$ cat config.mk
export PLATFORM = sky130hd
export DESIGN_NAME = button_event_decoder
export DESIGN_NICKNAME = d
export VERILOG_FILES = /design/src/rtl/button_pkg.sv /design/src/rtl/button_event_decoder_hold_timer.sv /design/src/rtl/button_event_decoder.sv
export SDC_FILE = /design/constraint.sdc
export NUM_CORES = 1
export LEC_CHECK = 0
export BUFFER_PORTS_ARGS = -buffer_cell sky130_fd_sc_hd__buf_4
export CAP_MARGIN = 20
export CORE_MARGIN = 2
export CORE_UTILIZATION = 29
export CTS_CLUSTER_DIAMETER = 100
export DETAILED_ROUTE_END_ITERATION = 16
export PLACE_DENSITY_LB_ADDON = 0.15
export SETUP_SLACK_MARGIN = 0.5
export SLEW_MARGIN = 20
export SYNTH_ARGS = -nofsm -noshare
export SYNTH_HDL_FRONTEND = slang
export SYNTH_SLANG_ARGS = --single-unit
$ cat constraint.sdc
create_clock -name clk_in -period 4.35 [get_ports clk_in]
set_input_delay 0.6525 -clock clk_in [delete_from_list [all_inputs] [get_ports clk_in]]
set_output_delay 0.6525 -clock clk_in [all_outputs]
set_load 0.02 [all_outputs]
$ cat src/rtl/button_pkg.sv
// Shared types and default timing constants for the button event decoder.
// Pure declarations: no latency, no flow control.
package button_pkg;

  typedef enum logic [1:0] {
    WAIT_REL,
    IDLE,
    PRESSED,
    LONG
  } btn_state_t;

  localparam int LONG_CYCLES_DEF   = 50_000_000;
  localparam int REPEAT_CYCLES_DEF = 10_000_000;
  localparam int CNT_W_DEF         = 26;

endpackage

$ cat src/rtl/button_event_decoder_hold_timer.sv
// Hold counter with synchronous clear/enable and an equality compare against a caller-chosen limit.
// at_limit reflects the current count combinationally; the count updates one edge after clr/en; no backpressure.
module hold_timer
  import button_pkg::*;
#(
  parameter int CNT_W = CNT_W_DEF
) (
  input  logic             clk_in,
  input  logic             rst_n_in,
  input  logic             clr,
  input  logic             en,
  input  logic [CNT_W-1:0] limit,
  output logic             at_limit
);

  logic [CNT_W-1:0] cnt;

  always_ff @(posedge clk_in or negedge rst_n_in) begin
    if (!rst_n_in) begin
      cnt <= '0;
    end else if (clr) begin
      cnt <= '0;
    end else if (en) begin
      cnt <= cnt + 1'b1;
    end
  end

  // Equality is enough: the FSM clears the count on the same edge it hits the limit.
  assign at_limit = (cnt == limit);

endmodule

$ cat src/rtl/button_event_decoder.sv
// Turns a debounced button level into press/release/long/repeat strobes plus held levels.
// All outputs registered, 1 cycle from the sampling edge; no backpressure, strobes are fire-and-forget.
module button_event_decoder
  import button_pkg::*;
#(
  parameter int LONG_CYCLES   = LONG_CYCLES_DEF,
  parameter int REPEAT_CYCLES = REPEAT_CYCLES_DEF,
  parameter int CNT_W         = CNT_W_DEF
) (
  input  logic clk_in,
  input  logic rst_n_in,
  input  logic button_in,
  output logic press_out,
  output logic release_out,
  output logic long_out,
  output logic repeat_out,
  output logic held_out,
  output logic long_held_out
);

  localparam logic [CNT_W-1:0] LONG_LIM   = CNT_W'(LONG_CYCLES - 1);
  localparam logic [CNT_W-1:0] REPEAT_LIM = CNT_W'(REPEAT_CYCLES - 1);

  btn_state_t       state_q, state_d;
  logic             tmr_clr, tmr_en, at_limit;
  logic [CNT_W-1:0] limit;
  logic             press_d, release_d, long_d, repeat_d;

  hold_timer #(
    .CNT_W (CNT_W)
  ) u_hold_timer (
    .clk_in   (clk_in),
    .rst_n_in (rst_n_in),
    .clr      (tmr_clr),
    .en       (tmr_en),
    .limit    (limit),
    .at_limit (at_limit)
  );

  always_comb begin
    state_d   = state_q;
    tmr_clr   = 1'b1;
    tmr_en    = 1'b0;
    limit     = (state_q == LONG) ? REPEAT_LIM : LONG_LIM;
    press_d   = 1'b0;
    release_d = 1'b0;
    long_d    = 1'b0;
    repeat_d  = 1'b0;
    case (state_q)
      // A button still held when reset lifts must be released before it can count as a press.
      WAIT_REL: begin
        if (!button_in) state_d = IDLE;
      end
      IDLE: begin
        if (button_in) begin
          state_d = PRESSED;
          press_d = 1'b1;
        end
      end
      PRESSED: begin
        if (!button_in) begin
          state_d   = IDLE;
          release_d = 1'b1;
        end else if (at_limit) begin
          state_d = LONG;
          long_d  = 1'b1;
        end else begin
          tmr_clr = 1'b0;
          tmr_en  = 1'b1;
        end
      end
      LONG: begin
        if (!button_in) begin
          state_d   = IDLE;
          release_d = 1'b1;
        end else if (at_limit) begin
          repeat_d = 1'b1;
        end else begin
          tmr_clr = 1'b0;
          tmr_en  = 1'b1;
        end
      end
      default: state_d = WAIT_REL;
    endcase
  end

  always_ff @(posedge clk_in or negedge rst_n_in) begin
    if (!rst_n_in) begin
      state_q       <= WAIT_REL;
      press_out     <= 1'b0;
      release_out   <= 1'b0;
      long_out      <= 1'b0;
      repeat_out    <= 1'b0;
      held_out      <= 1'b0;
      long_held_out <= 1'b0;
    end else begin
      state_q       <= state_d;
      press_out     <= press_d;
      release_out   <= release_d;
      long_out      <= long_d;
      repeat_out    <= repeat_d;
      held_out      <= (state_d == PRESSED) || (state_d == LONG);
      long_held_out <= (state_d == LONG);
    end
  end

endmodule

* Yosys cells after proc, flatten, opt, wreduce, memory -nomap -nowiden
Cells that the tools add are included.
** Storage, ports and cells
- Output and inout port bits :: 6
- RAM bits :: 0
- Memories kept :: 0
- Register bits after elaboration :: 34
- Memory bits (read-only) :: 0
- Latch bits :: 0
** Cells by class
- Div/mod/pow operators :: 0
- Shift operators :: 0
- Bitwise operators :: 0
- Mux-type cells :: 21
- Multiply operators :: 0
- Add/subtract/negate cells :: 1
- Equal/unequal tests :: 6
- Reductions and logical operators :: 5
- Magnitude comparators :: 0
** Operators by type and width (number)
- 2-to-1 mux 26 bit :: 3
- adder 26 x 1 -> 26 bit (second input constant) :: 1
- == test 26 bit :: 1
- 2-to-1 mux 1 bit :: 13
- == test 2 bit (second input constant) :: 4
- 2-to-1 mux 2 bit :: 4
- one-hot mux 2 bit (3 select lines) :: 1
- OR reduction 2 bit :: 2
- == test 2 x 1 -> 1 bit (second input constant) :: 1
- zero test 2 bit :: 1
- nonzero test 2 bit :: 1
- logical OR 1 bit :: 1

* Depth between registers and ports, before layout
- Word-level depth :: 8
- Mapped depth :: 7

* Hierarchy
From an unflattened synthesis, not the netlist that was laid out.
** Second synthesis, totals
- Cell total of the unflattened synthesis :: 212
- Area, all modules :: 2030.7 um^2
** By module, submodules not included
- hold_timer :: instances 1, area each 1644.1 um^2, cells each 176, sequential area each 650.6 um^2
- button_event_decoder :: instances 1, area each 386.6 um^2, cells each 36, sequential area each 200.2 um^2

* Worst setup path before layout
OpenSTA, ideal clock, no wires.
- Kind :: register to register
- From :: reg state_q[0]
- To :: reg u_hold_timer.cnt[2]
- Period minus slack after synthesis :: 2153 ps
- Setup time :: 139 ps
- Stages on the path, launching flop included :: 8
- Setup slack :: 2197 ps
- Data required time :: 4211 ps
- Buffers on the path :: 2
- Data arrival time :: 2014 ps
- Path through :: dfrtp_1 > ha_1 > or4b_2 > o22ai_1 > o2111a_1 > buf_2 > buf_2 > nor3_1
** On the way
- Word-level cells in the longest chain between the ends :: 7
- Elaborated cells on any way between the ends :: 13
- Classes of those cells :: eq/ne: 3; mux: 8; reduce/logical: 2
** RTL lines
- from (decl) :: line button_event_decoder.sv:24 : btn_state_t state_q, state_d;
- from (signal assigned) :: line button_event_decoder.sv:97 : state_q <= state_d;
- == test 2 bit :: line button_event_decoder.sv:44, button_event_decoder.sv:49
- 2-to-1 mux 26 bit :: line button_event_decoder.sv:44 : limit = (state_q == LONG) ? REPEAT_LIM : LONG_LIM;
- == test 26 bit :: line button_event_decoder_hold_timer.sv:29 : assign at_limit = (cnt == limit);
- 2-to-1 mux 1 bit :: line button_event_decoder.sv:64, button_event_decoder.sv:76
- 2-to-1 mux 1 bit :: line button_event_decoder.sv:73 : if (!button_in) begin
- 2-to-1 mux 1 bit
- 2-to-1 mux 26 bit / nonzero test 2 bit (equally long branches)
- to (signal assigned) :: line button_event_decoder_hold_timer.sv:24 : cnt <= cnt + 1'b1;
- to (decl) :: line button_event_decoder_hold_timer.sv:16 : logic [CNT_W-1:0] cnt;
Several ways; a longest one is shown, not always the timed one.
A chain may end at the register's enable or synchronous reset.

* Final worst setup path
- From :: reg state_q[0]
- To :: reg long_out
** On the way
- Word-level cells in the longest chain between the ends :: 6
- Elaborated cells on any way between the ends :: 7
- Classes of those cells :: eq/ne: 3; mux: 4
** RTL lines
- == test 2 bit :: line button_event_decoder.sv:44
- 2-to-1 mux 26 bit :: line button_event_decoder.sv:44
- == test 26 bit :: line button_event_decoder_hold_timer.sv:29
- 2-to-1 mux 1 bit :: line button_event_decoder.sv:64 : end else if (at_limit) begin
- 2-to-1 mux 1 bit
- 2-to-1 mux 1 bit * :: line button_event_decoder.sv:49 : case (state_q)
- net long_d :: line button_event_decoder.sv:27 : logic press_d, release_d, long_d, repeat_d;
- to (signal assigned) :: line button_event_decoder.sv:100 : long_out <= long_d;
- to (decl) :: line button_event_decoder.sv:15 : output logic long_out,
The timed path passes the listed nets; every way through them passes the cells marked *.

==> run_results.csv <==
group,metric,value,unit
synthesis,post-synth-top-area-cell,"dfrtp_1",
critical_path,path_buf_inv,0,
synthesis,syn_nets,205,
power,power_frac_seq,0.469,
critical_path,path_cells,"ha_1, or4b_2, o22ai_1, o2111a_2, and3_1",
clock_tree,cts_setup_buffers,0,
synthesis,synth-seq-cells,34,
finish,mostFrequentLayoutCells,"dfrtp_1, nor3_1, nand2_1",
detailed_routing,antenna_left,0,
clock_tree,cts_sinks,34,
timing,fin_tns_setup,0,ns
critical_path,path_class,"flip-flop to flip-flop",
clock_tree,h-tree-depth,2,
critical_path,startpoint_type,"flip-flop",
detailed_routing,drc,0,
finish,syn_to_final_growth,10.6,%
detailed_routing,wire_per_inst,14.9,um
synthesis,ys_warn_count,0,
placement,place_congestion,0.779,
detailed_routing,dr.pass1.iters,4,
synthesis,syn_area,1910,um^2
timing,slew_headroom,0.519,
finish,nets,209,
timing,tightest_slew,0.722,ns
die,placeableCoreArea,6350,um^2
timing,hold_viol_final,0,
global_route,grt_max_degree,35,
critical_path,arrival,2.76,ns
power,power_density,361,nW/um^2
run,cap_violations,0,
die,die_x,85.1,um
critical_path,reg2reg_depth,5,
critical_path,r2r_slack,1.81,ns
timing,fin_crit,2.54,ns
timing,finalSetupViolCount,0,
finish,drive_gt1_frac,0.139,
die,die_y,85.1,um
die,rows,29,
placement,io_buffers,8,
synthesis,synth_adder_area_share,0.0328,
finish,diodes,0,
clock_tree,root_buffer,"clkbuf_8",
synthesis,synth_cell_types,39,
die,die_area,7240,um^2
clock_tree,cts_buffer_depth,2,
power,power_frac_comb,0.214,
status,status,"completed",
power,p_int,0.000524,W
synthesis,synth_top_family_by_area,"simple AND/OR/NAND/NOR gates",
synthesis,synth.area.top_cells,"dfrtp_1, nor3_1, xnor2_1, ha_1, nor4_1",
synthesis,synth_area_per_cell,9.67,um^2
critical_path,cp_slowest_cell,"o2111a_2",
synthesis,synth_sequential_area_ratio,0.446,
power,p_total,0.000760,W
global_route,overflow,0,
synthesis,yosysTopAreaCellShare,0.446,
power,pwr-share-clk,0.318,
detailed_routing,drt_iter0_markers,97,
synthesis,synthMuxAreaShare,0,
detailed_routing,routed_via_density,5.40,
synthesis,synth_edf_count,0,
hold_path,min_path_type,"primary input to async pin",
power,p_sw,0.000236,W
synthesis,synthXorXnorAreaFrac,0.0598,
detailed_routing,wirelength,4.15,mm
timing,fin_skew,0.00361,ns
power,p_leak,0.752,nW
timing,finalCritPeriodShare,0.583,
power,switching_share,0.310,
critical_path,cp_num_cells,5,
global_route,grt_pass1_wl,7.38,mm
placement,hpwlAfterDp,2.75,mm
critical_path,required,4.57,ns
timing,rsz0062_at_grt,"false",
clock_tree,clk-insertion-delay-late,0.28,ns
critical_path,critPathTopFamily,"compound AO/OA/AOI/OAI gates",
critical_path,path_max_fanout,27,
clock_tree,cts_tree,"built",
die,io_pins,9,
die,initial_core_util,0.300,
clock_tree,ctsHoldBuffers,0,
synthesis,synth_flop_cell,"dfrtp_1",
finish,layout_commonest_cell,"dfrtp_1",
global_route,grt_pass1_vias,1512,
clock_tree,cts.clk_slew.worst_paths,0.07,ns
global_route,grt_util_all_layers,0.129,
synthesis,synth-compound-area-share,0.133,
critical_path,endpoint_kind,"flip-flop",
power,ir_drop,214,uV
global_route,antenna_found_initial,0,
clock_tree,cts_buffers,5,
synthesis,syn_inst,197,
timing,max_freq,394,MHz
clock_tree,ctsResizeCount,0,
critical_path,cpPeakStageDelay,0.65,ns
timing,drv_slew,0,
detailed_routing,vias,1507,
synthesis,yosys.area_share.simple,0.287,
synthesis,async_reset_ff_frac,1.00,
==> synth_stat cells, types with 2 or more instances <==
cell	count
nor3_1	18
or4_1	6
nor3b_1	2
nand3_1	9
a211oi_1	7
o21ai_0	10
ha_1	5
and3_1	4
and2_1	2
nor4_1	9
nand4_1	6
clkbuf_1	6
nor2_1	5
xnor2_1	10
or4b_2	2
or3_1	6
nand2_1	14
inv_1	5
dfrtp_1	34
a21oi_1	2
or2_2	2
buf_2	5
a211oi_2	4
xor2_1	3
o31ai_1	7
==> final timing paths <==
check | from | to
max | state_q[0] | long_out
min | rst_n_in | u_hold_timer.cnt[4]
max reg2reg | state_q[0] | long_out
min reg2reg | u_hold_timer.cnt[0] | u_hold_timer.cnt[0]
max in group asynchronous | rst_n_in | press_out
min in group clk_in | u_hold_timer.cnt[0] | u_hold_timer.cnt[0]
==> registers in the layout, summed over array words and instances (netlist names) <==
signal            flops
long_held_out         1
state_q               2
press_out             1
u_hold_timer.cnt     26
held_out              1
release_out           1
repeat_out            1
long_out              1
==> per-stage QoR <==
stage / std cells / utilization / hold WS (ns) / setup slack, ns / cell area [um^2]
2_1_floorplan: 197 / - / 0.357 / 2.20 / 1910
3_3_place_gp: 271 / 0.317 / 0.528 / 1.50 / 2010
3_5_place_dp: 271 / 0.317 / 0.520 / 1.41 / 2010
4_1_cts: 279 / 0.332 / 0.327 / 1.41 / 2110
5_1_grt: 279 / 0.332 / 0.335 / 1.63 / 2110
6_report: 279 / 0.332 / 0.304 / 1.81 / 2110
==> power by group through the flow <==
stage | clock, W | combinational [W] | sequential (W)
2_1_floorplan | 0 | 0.0000981 | 0.000371
3_3_place_gp | 0 | 0.000167 | 0.000361
3_5_place_dp | 0 | 0.000162 | 0.000362
4_1_cts | 0.000252 | 0.000164 | 0.000356
5_1_grt | 0.000271 | 0.000187 | 0.000358
6_report | 0.000241 | 0.000162 | 0.000356
==> layout make-up <==
cell class	instances	area, um^2
Fill cell	642	4240
Sequential cell	34	851
Multi-Input combinational cell	146	982
Tap cell	77	96.3
Clock inverter	1	5.00
Timing Repair Buffer	9	67.6
Clock buffer	7	86.3
Inverter	5	18.8
==> routing by layer <==
layer | track usage | share of wire
met4 | 0.0519 | 0.019
met3 | 0.0292 | 0.020
met5 | 0 | 0
met1 | 0.176 | 0.49
met2 | 0.199 | 0.47
==> kinds of logic after synthesis <==
kind of cell / after synthesis
AO/OA/AOI/OAI: 35
flip-flops: 34
AND/OR/NAND/NOR: 93
XOR/XNOR: 13
buffers and inverters: 17
adder cells (fa/ha/maj): 5
Power figures use the tool's default switching activity.
